<file path="src/rtl/mem_stage_pkg.sv">
// mem_stage_pkg: shared definitions for the memory stage.
//   REG_BUS / ADDR_W     : data and address widths (64 bits)
//   BE_*                 : unshifted byte_enable patterns for byte/half/word/double
//   mem_state_e          : memory-stage FSM encodings
//   misaligned()         : true when an offset is not a multiple of the access size
package mem_stage_pkg;

    localparam int REG_BUS = 64;
    localparam int ADDR_W  = 64;

    localparam logic [7:0] BE_B = 8'h01;
    localparam logic [7:0] BE_H = 8'h03;
    localparam logic [7:0] BE_W = 8'h0F;
    localparam logic [7:0] BE_D = 8'hFF;

    typedef enum logic [1:0] {
        ST_IDLE = 2'd0,
        ST_REQ  = 2'd1,
        ST_RESP = 2'd2
    } mem_state_e;

    function automatic logic misaligned(input logic [2:0] off, input logic [7:0] be);
        logic bad;
        case (be)
            BE_H:    bad = off[0];
            BE_W:    bad = |off[1:0];
            BE_D:    bad = |off;
            default: bad = 1'b0;
        endcase
        return bad;
    endfunction

endpackage

</file>
<file path="src/rtl/mem_stage_align.sv">
// mem_align: combinational load-data formatter.
//   rdata       : raw 64-bit doubleword from the data bus
//   offset      : byte offset of the access within the doubleword
//   byte_enable : unshifted access mask (selects 8/16/32/64-bit width)
//   ext_un      : 1 = zero-extend, 0 = sign-extend from the top byte of the width
//   data_out    : right-justified, extended load result
module mem_align
    import mem_stage_pkg::*;
(
    input  logic [REG_BUS-1:0] rdata,
    input  logic [2:0]         offset,
    input  logic [7:0]         byte_enable,
    input  logic               ext_un,
    output logic [REG_BUS-1:0] data_out
);

    logic [REG_BUS-1:0] shifted;

    // Lanes above the doubleword shift in as zero, which is what truncates
    // an access that runs past the 8-byte boundary.
    assign shifted = rdata >> {offset, 3'b000};

    always_comb begin
        data_out = shifted;
        case (byte_enable)
            BE_B: data_out = ext_un ? {56'd0, shifted[7:0]}
                                    : {{56{shifted[7]}}, shifted[7:0]};
            BE_H: data_out = ext_un ? {48'd0, shifted[15:0]}
                                    : {{48{shifted[15]}}, shifted[15:0]};
            BE_W: data_out = ext_un ? {32'd0, shifted[31:0]}
                                    : {{32{shifted[31]}}, shifted[31:0]};
            default: data_out = shifted;
        endcase
    end

endmodule

</file>
<file path="src/rtl/mem_stage.sv">
// mem_stage: load/store stage between EX and WB with a valid/ready data bus.
//   clk, rst (sync, active-high)
//   EX side   : ex_valid/ex_ready, mem_r_ena, mem_w_ena, mem_ext_un, mem_to_reg,
//               byte_enable, addr, store_data, rd_w_addr, rd_w_ena
//   data bus  : dbus_valid/dbus_ready, dbus_we, dbus_addr, dbus_wstrb, dbus_wdata,
//               dbus_rvalid, dbus_rdata
//   WB side   : wb_valid (1-cycle pulse), wb_rd_ena, wb_rd_addr, wb_data
//   Optional  : MEM_MISALIGN_CHECK_EN adds output misalign and suppresses
//               bus requests for misaligned accesses.
//
// state   | meaning
// IDLE    | ready for a new op; non-memory ops complete from here
// REQ     | bus request outstanding, payload held until dbus_ready
// RESP    | load issued, waiting for dbus_rvalid
module mem_stage
    import mem_stage_pkg::*;
(
    input  logic               clk,
    input  logic               rst,
    input  logic               ex_valid,
    output logic               ex_ready,
    input  logic               mem_r_ena,
    input  logic               mem_w_ena,
    input  logic               mem_ext_un,
    input  logic               mem_to_reg,
    input  logic [7:0]         byte_enable,
    input  logic [ADDR_W-1:0]  addr,
    input  logic [REG_BUS-1:0] store_data,
    input  logic [4:0]         rd_w_addr,
    input  logic               rd_w_ena,
    output logic               dbus_valid,
    input  logic               dbus_ready,
    output logic               dbus_we,
    output logic [ADDR_W-1:0]  dbus_addr,
    output logic [7:0]         dbus_wstrb,
    output logic [REG_BUS-1:0] dbus_wdata,
    input  logic               dbus_rvalid,
    input  logic [REG_BUS-1:0] dbus_rdata,
`ifdef MEM_MISALIGN_CHECK_EN
    output logic               misalign,
`endif
    output logic               wb_valid,
    output logic               wb_rd_ena,
    output logic [4:0]         wb_rd_addr,
    output logic [REG_BUS-1:0] wb_data
);

    mem_state_e state_q, state_d;

    logic [2:0]         off_q, off_d;
    logic [7:0]         be_q, be_d;
    logic               ext_un_q, ext_un_d;
    logic               is_store_q, is_store_d;
    logic               rd_w_ena_q, rd_w_ena_d;
    logic [4:0]         rd_w_addr_q, rd_w_addr_d;

    logic               dbus_valid_q, dbus_valid_d;
    logic               dbus_we_q, dbus_we_d;
    logic [ADDR_W-1:0]  dbus_addr_q, dbus_addr_d;
    logic [7:0]         dbus_wstrb_q, dbus_wstrb_d;
    logic [REG_BUS-1:0] dbus_wdata_q, dbus_wdata_d;

    logic               wb_valid_q, wb_valid_d;
    logic               wb_rd_ena_q, wb_rd_ena_d;
    logic [4:0]         wb_rd_addr_q, wb_rd_addr_d;
    logic [REG_BUS-1:0] wb_data_q, wb_data_d;

`ifdef MEM_MISALIGN_CHECK_EN
    logic               misalign_q, misalign_d;
`endif

    logic               accept;
    logic               is_mem;
    logic               bad_align;
    logic [7:0]         wstrb_shift;
    logic [REG_BUS-1:0] wdata_shift;
    logic [REG_BUS-1:0] load_data;
    logic               unused_mem_to_reg;

    // Load writeback is governed by rd_w_ena; mem_to_reg carries no extra information here.
    assign unused_mem_to_reg = mem_to_reg;

    assign ex_ready = (state_q == ST_IDLE) && !rst;
    assign accept   = ex_valid && ex_ready;
    assign is_mem   = (mem_r_ena || mem_w_ena) && (byte_enable != 8'd0);

`ifdef MEM_MISALIGN_CHECK_EN
    assign bad_align = misaligned(addr[2:0], byte_enable);
`else
    assign bad_align = 1'b0;
`endif

    // 8-bit and 64-bit result widths drop lanes shifted past the doubleword.
    assign wstrb_shift = byte_enable << addr[2:0];
    assign wdata_shift = store_data << {addr[2:0], 3'b000};

    mem_align u_mem_align (
        .rdata       (dbus_rdata),
        .offset      (off_q),
        .byte_enable (be_q),
        .ext_un      (ext_un_q),
        .data_out    (load_data)
    );

    always_ff @(posedge clk) begin
        if (rst) begin
            state_q      <= ST_IDLE;
            off_q        <= '0;
            be_q         <= '0;
            ext_un_q     <= 1'b0;
            is_store_q   <= 1'b0;
            rd_w_ena_q   <= 1'b0;
            rd_w_addr_q  <= '0;
            dbus_valid_q <= 1'b0;
            dbus_we_q    <= 1'b0;
            dbus_addr_q  <= '0;
            dbus_wstrb_q <= '0;
            dbus_wdata_q <= '0;
            wb_valid_q   <= 1'b0;
            wb_rd_ena_q  <= 1'b0;
            wb_rd_addr_q <= '0;
            wb_data_q    <= '0;
`ifdef MEM_MISALIGN_CHECK_EN
            misalign_q   <= 1'b0;
`endif
        end else begin
            state_q      <= state_d;
            off_q        <= off_d;
            be_q         <= be_d;
            ext_un_q     <= ext_un_d;
            is_store_q   <= is_store_d;
            rd_w_ena_q   <= rd_w_ena_d;
            rd_w_addr_q  <= rd_w_addr_d;
            dbus_valid_q <= dbus_valid_d;
            dbus_we_q    <= dbus_we_d;
            dbus_addr_q  <= dbus_addr_d;
            dbus_wstrb_q <= dbus_wstrb_d;
            dbus_wdata_q <= dbus_wdata_d;
            wb_valid_q   <= wb_valid_d;
            wb_rd_ena_q  <= wb_rd_ena_d;
            wb_rd_addr_q <= wb_rd_addr_d;
            wb_data_q    <= wb_data_d;
`ifdef MEM_MISALIGN_CHECK_EN
            misalign_q   <= misalign_d;
`endif
        end
    end

    always_comb begin
        state_d = state_q;
        case (state_q)
            ST_IDLE: if (accept && is_mem && !bad_align) state_d = ST_REQ;
            ST_REQ:  if (dbus_ready) state_d = is_store_q ? ST_IDLE : ST_RESP;
            ST_RESP: if (dbus_rvalid) state_d = ST_IDLE;
            default: state_d = ST_IDLE;
        endcase
    end

    always_comb begin
        off_d        = off_q;
        be_d         = be_q;
        ext_un_d     = ext_un_q;
        is_store_d   = is_store_q;
        rd_w_ena_d   = rd_w_ena_q;
        rd_w_addr_d  = rd_w_addr_q;
        dbus_valid_d = dbus_valid_q;
        dbus_we_d    = dbus_we_q;
        dbus_addr_d  = dbus_addr_q;
        dbus_wstrb_d = dbus_wstrb_q;
        dbus_wdata_d = dbus_wdata_q;
        wb_valid_d   = 1'b0;
        wb_rd_ena_d  = wb_rd_ena_q;
        wb_rd_addr_d = wb_rd_addr_q;
        wb_data_d    = wb_data_q;
`ifdef MEM_MISALIGN_CHECK_EN
        misalign_d   = 1'b0;
`endif
        case (state_q)
            ST_IDLE: begin
                if (accept) begin
                    off_d       = addr[2:0];
                    be_d        = byte_enable;
                    ext_un_d    = mem_ext_un;
                    is_store_d  = mem_w_ena;
                    rd_w_ena_d  = rd_w_ena;
                    rd_w_addr_d = rd_w_addr;
                    if (!is_mem) begin
                        wb_valid_d   = 1'b1;
                        wb_rd_ena_d  = rd_w_ena;
                        wb_rd_addr_d = rd_w_addr;
                        wb_data_d    = addr;
                    end else if (bad_align) begin
                        wb_valid_d   = 1'b1;
                        wb_rd_ena_d  = 1'b0;
                        wb_rd_addr_d = rd_w_addr;
`ifdef MEM_MISALIGN_CHECK_EN
                        misalign_d   = 1'b1;
`endif
                    end else begin
                        dbus_valid_d = 1'b1;
                        dbus_we_d    = mem_w_ena;
                        dbus_addr_d  = {addr[ADDR_W-1:3], 3'b000};
                        dbus_wstrb_d = wstrb_shift;
                        dbus_wdata_d = wdata_shift;
                    end
                end
            end
            ST_REQ: begin
                if (dbus_ready) begin
                    dbus_valid_d = 1'b0;
                    if (is_store_q) begin
                        wb_valid_d   = 1'b1;
                        wb_rd_ena_d  = 1'b0;
                        wb_rd_addr_d = rd_w_addr_q;
                    end
                end
            end
            ST_RESP: begin
                if (dbus_rvalid) begin
                    wb_valid_d   = 1'b1;
                    wb_rd_ena_d  = rd_w_ena_q;
                    wb_rd_addr_d = rd_w_addr_q;
                    wb_data_d    = load_data;
                end
            end
            default: ;
        endcase
    end

    assign dbus_valid = dbus_valid_q;
    assign dbus_we    = dbus_we_q;
    assign dbus_addr  = dbus_addr_q;
    assign dbus_wstrb = dbus_wstrb_q;
    assign dbus_wdata = dbus_wdata_q;
    assign wb_valid   = wb_valid_q;
    assign wb_rd_ena  = wb_rd_ena_q;
    assign wb_rd_addr = wb_rd_addr_q;
    assign wb_data    = wb_data_q;
`ifdef MEM_MISALIGN_CHECK_EN
    assign misalign   = misalign_q;
`endif

endmodule

</file>
<file path="config.mk">
export PLATFORM = sky130hd
export DESIGN_NAME = mem_stage
export DESIGN_NICKNAME = d
export VERILOG_FILES = /design/src/rtl/mem_stage_pkg.sv /design/src/rtl/mem_stage_align.sv /design/src/rtl/mem_stage.sv
export SDC_FILE = /design/constraint.sdc
export NUM_CORES = 1
export LEC_CHECK = 0
export ABC_AREA = 0
export ABC_CLOCK_PERIOD_IN_PS = 3890
export BUFFER_PORTS_ARGS = -buffer_cell sky130_fd_sc_hd__buf_4
export CORE_MARGIN = 4
export CORE_UTILIZATION = 45
export CTS_CLUSTER_DIAMETER = 30
export DETAILED_ROUTE_END_ITERATION = 6
export PLACE_DENSITY_LB_ADDON = 0.3
export SETUP_SLACK_MARGIN = 0.1
export SLEW_MARGIN = 10
export SYNTH_ARGS = -nofsm -noshare
export SYNTH_HDL_FRONTEND = slang
export SYNTH_HIERARCHICAL = 1
export SYNTH_SLANG_ARGS = --single-unit
</file>
<file path="constraint.sdc">
create_clock -name clk -period 3.89 [get_ports clk]
set_clock_uncertainty 0.15 [all_clocks]
set_input_delay 0.778 -clock clk [delete_from_list [all_inputs] [get_ports clk]]
set_output_delay 0.778 -clock clk [all_outputs]
set_load 0.01 [all_outputs]
</file>
==> flow_metrics.tcl <==
set metrics [dict create \
    hold_viol 0 \
    reg2reg_setup_slack_ns 0.77 \
    ys_seq_area_frac 0.342 \
    fmax_mhz 321 \
    fillCellCount 2421 \
    async_flop_share 0 \
    status "complete, no violations" \
    place_inst 2180 \
    regToRegStartpoint "be_q[4]$_SDFFE_PP0P_" \
    coreArea_sq_um 28900 \
    final_cells 2282 \
    syn_area_sq_um 13300 \
    grt_pass1_vias 13300 \
    cts_resized 0 \
    hold-path-endpoint "ext_un_q$_SDFFE_PP0P_" \
    cp_max_fo 26 \
    drt_iter0_drc 1305 \
    drc 0 \
    synth_cells 1504 \
    place_congestion 0.929 \
    grt_max_degree 127 \
    crit_path_start_kind "register" \
    io_pins 425 \
    critPathKind "reg -> reg" \
    dp_hpwl_mm 37.4 \
    ys_warn_count 6 \
    end_kind "register" \
    syn_to_final_growth_pct 39.5 \
    period_share 0.801 \
    setup_viol 0 \
    pwr_density_cell_nw_per_um2 601 \
    layout.nets 2074 \
    io_buffers 420 \
    wl_mm 51.8 \
    clk_pin_slew_worst_paths_ns 0.05 \
    drt-vias-per-instance 5.93 \
    dr.pass1.iters 5 \
    clock_sinks 227 \
    cts_max_level 2 \
    fin_setup_tns_ns 0 \
    slew-limit-headroom 0.410 \
    hold_path.class "in -> reg" \
    tightest_slew_ns 0.885 \
    crit_path_start "be_q[4]$_SDFFE_PP0P_" \
    wl_per_cell_um 22.7 \
    antenna_found_initial 1 \
    vias 13500 \
    die_area_sq_um 32300 \
    rsz0062_at_grt "false" \
    die_y_um 180 \
    holdBufCountCts 0 \
    ant_nets 0 \
    grt_overflow 0 \
    min_from "mem_ext_un" \
    rows 62 \
    period_minus_slack_ns 3.12 \
    clock_path_buffers 3 \
    final_cell_mix "445 x buf_4, 225 x nand2_1, 224 x dfxtp_1" \
    cts_tree "built" \
    max_cap_viol_count 0 \
    hold-worst-slack_ns 0.268 \
    track_usage 0.299 \
    start_util 0.459 \
    fin_util 0.640 \
    synth_edf_count 0 \
    final_common_cell "buf_4" \
    synth_cell_types 54 \
    ys_ff_latch 227 \
    place_ws_ns 0.707 \
    slew_violations 0 \
    final.setup.worst_slack_ns 0.773 \
    die-width_um 180 \
    avgSynthCellArea_sq_um 8.83 \
    rr_worst_depth 7 \
    holdPathStages 3 \
    post_route_cells_drive_above_1_share 0.349 \
    ir_drop_uv 350 \
    cts_root_buf "clkbuf_16" \
    p_leak_nw 7.48 \
    grt_pass1_wl_mm 78.0 \
    cp.required_ns 4.19 \
    worstReg2RegEnd "wb_data[20]$_SDFFE_PP0P_" \
    postCtsSetupRepairBufs 0 \
    cts_buffers 55 \
    insertion_delay_ns 0.55 \
    arrival_ns 3.41 \
    ys.flop_type "dfxtp_1" \
]
==> synth_stat cells, types with 2 or more instances <==
cell type	instances	area share
nand3_1	76	0.029
buf_1	14	0.0040
or2_2	2	0.00094
nor2_1	31	0.0088
o21a_1	18	0.010
a211o_1	9	0.0059
buf_2	46	0.017
o21ai_0	45	0.017
inv_1	8	0.0023
o22ai_1	3	0.0014
and2_1	17	0.0080
a311oi_1	6	0.0040
o311ai_0	5	0.0033
a31oi_1	10	0.0047
and3_1	2	0.00094
clkbuf_1	72	0.020
a211oi_1	41	0.023
nand3b_1	31	0.018
nand2_1	225	0.064
mux2i_1	149	0.11
nor2b_1	14	0.0066
o211ai_1	5	0.0028
nand2b_1	5	0.0024
and3b_1	6	0.0040
dfxtp_1	227	0.34
o31ai_1	6	0.0034
o2bb2ai_1	14	0.0092
nand4_1	33	0.016
a211oi_2	30	0.028
buf_4	18	0.010
a22oi_1	19	0.011
buf_6	13	0.011
mux2_2	20	0.017
o221ai_4	2	0.0040
nor3_1	12	0.0045
or4_1	2	0.0011
a2bb2oi_1	2	0.0013
mux4_2	48	0.081
a21oi_1	198	0.075
ha_1	6	0.0057
==> report_power, final <==
group | total [mW] | switching [mW] | internal (mW) | leakage, nW
logic | 3.27 | 1.89 | 1.38 | 4.64
clock network | 5.04 | 1.44 | 3.61 | 0.992
registers | 2.81 | 0.185 | 2.63 | 1.85
total | 11.1 | 3.51 | 7.62 | 7.48
==> metrics by stage <==
stage,cell area (sq um),power (mW)
2_1_floorplan,13300,4.87
3_3_place_gp,16500,6.02
3_5_place_dp,16500,6.08
4_1_cts,18500,11.1
5_1_grt,18500,11.6
6_report,18500,11.1
==> how the worst max path moves through the flow <==
stage / to / slack, ns / cells after the start
global route: wb_data[20]$_SDFFE_PP0P_ / 0.56 / 7
global placement: wb_data[54]$_SDFFE_PP0P_ / 0.75 / 8
CTS: wb_data[20]$_SDFFE_PP0P_ / 0.83 / 7
floorplan: dbus_addr[10]$_SDFFE_PP0P_ / 1.36 / 8
detailed placement: wb_data[32]$_SDFFE_PP0P_ / 0.71 / 8
finish: wb_data[20]$_SDFFE_PP0P_ / 0.77 / 7
==> final cells by class <==
type                            count  area (sq um)  share of cell area
Antenna cell                        1          2.50            0.000135
Clock buffer                       69          1520              0.0821
Clock inverter                     32           524              0.0283
Inverter                            8          30.0             0.00162
Multi-Input combinational cell   1108          7920               0.428
Sequential cell                   227          4550               0.246
Tap cell                          384           480              0.0259
Timing Repair Buffer              453          3490               0.189
==> worst max-delay path, cell delays in order, from the launching register on <==
cell and delay (ns):
dfxtp_1 0.31, nor4b_2 0.59, and3_1 0.37, nand4_2 0.65, buf_4 0.44, nand3_1 0.09, mux2i_1 0.10, a211oi_1 0.30
==> logic make-up (layout without fill, tap and decap cells) <==
group | after synthesis | in the layout | share of synthesized area
AND/OR/NAND/NOR | 460 | 460 | 0.166
AO/OA/AOI/OAI | 422 | 422 | 0.210
flip-flops | 227 | 227 | 0.342
multiplexers | 217 | 217 | 0.211
buffers and inverters | 171 | 562 | 0.0651
adder cells (fa/ha/maj) | 6 | 6 | 0.00565
other | 1 | 4 | 0.000282
==> state kept, by name, summed over array words and instances (netlist names), 3 cells and up <==
| signal | flops |
|---|---|
| wb_data | 64 |
| off_q | 3 |
| dbus_addr | 61 |
| dbus_wdata | 64 |
| be_q | 8 |
| rd_w_addr_q | 5 |
| dbus_wstrb | 8 |
| wb_rd_addr | 5 |
==> metal layers <==
| metal | part of all wire | up-vias | GRT usage |
|---|---|---|---|
| li1 | - | 6264 | - |
| met1 | 0.37 | 6496 | 0.336 |
| met2 | 0.50 | 657 | 0.536 |
| met3 | 0.091 | 121 | 0.0863 |
| met4 | 0.041 | 0 | 0.115 |
| met5 | 0 | - | 0 |
No activity file was read; power rests on OpenSTA's default activity.
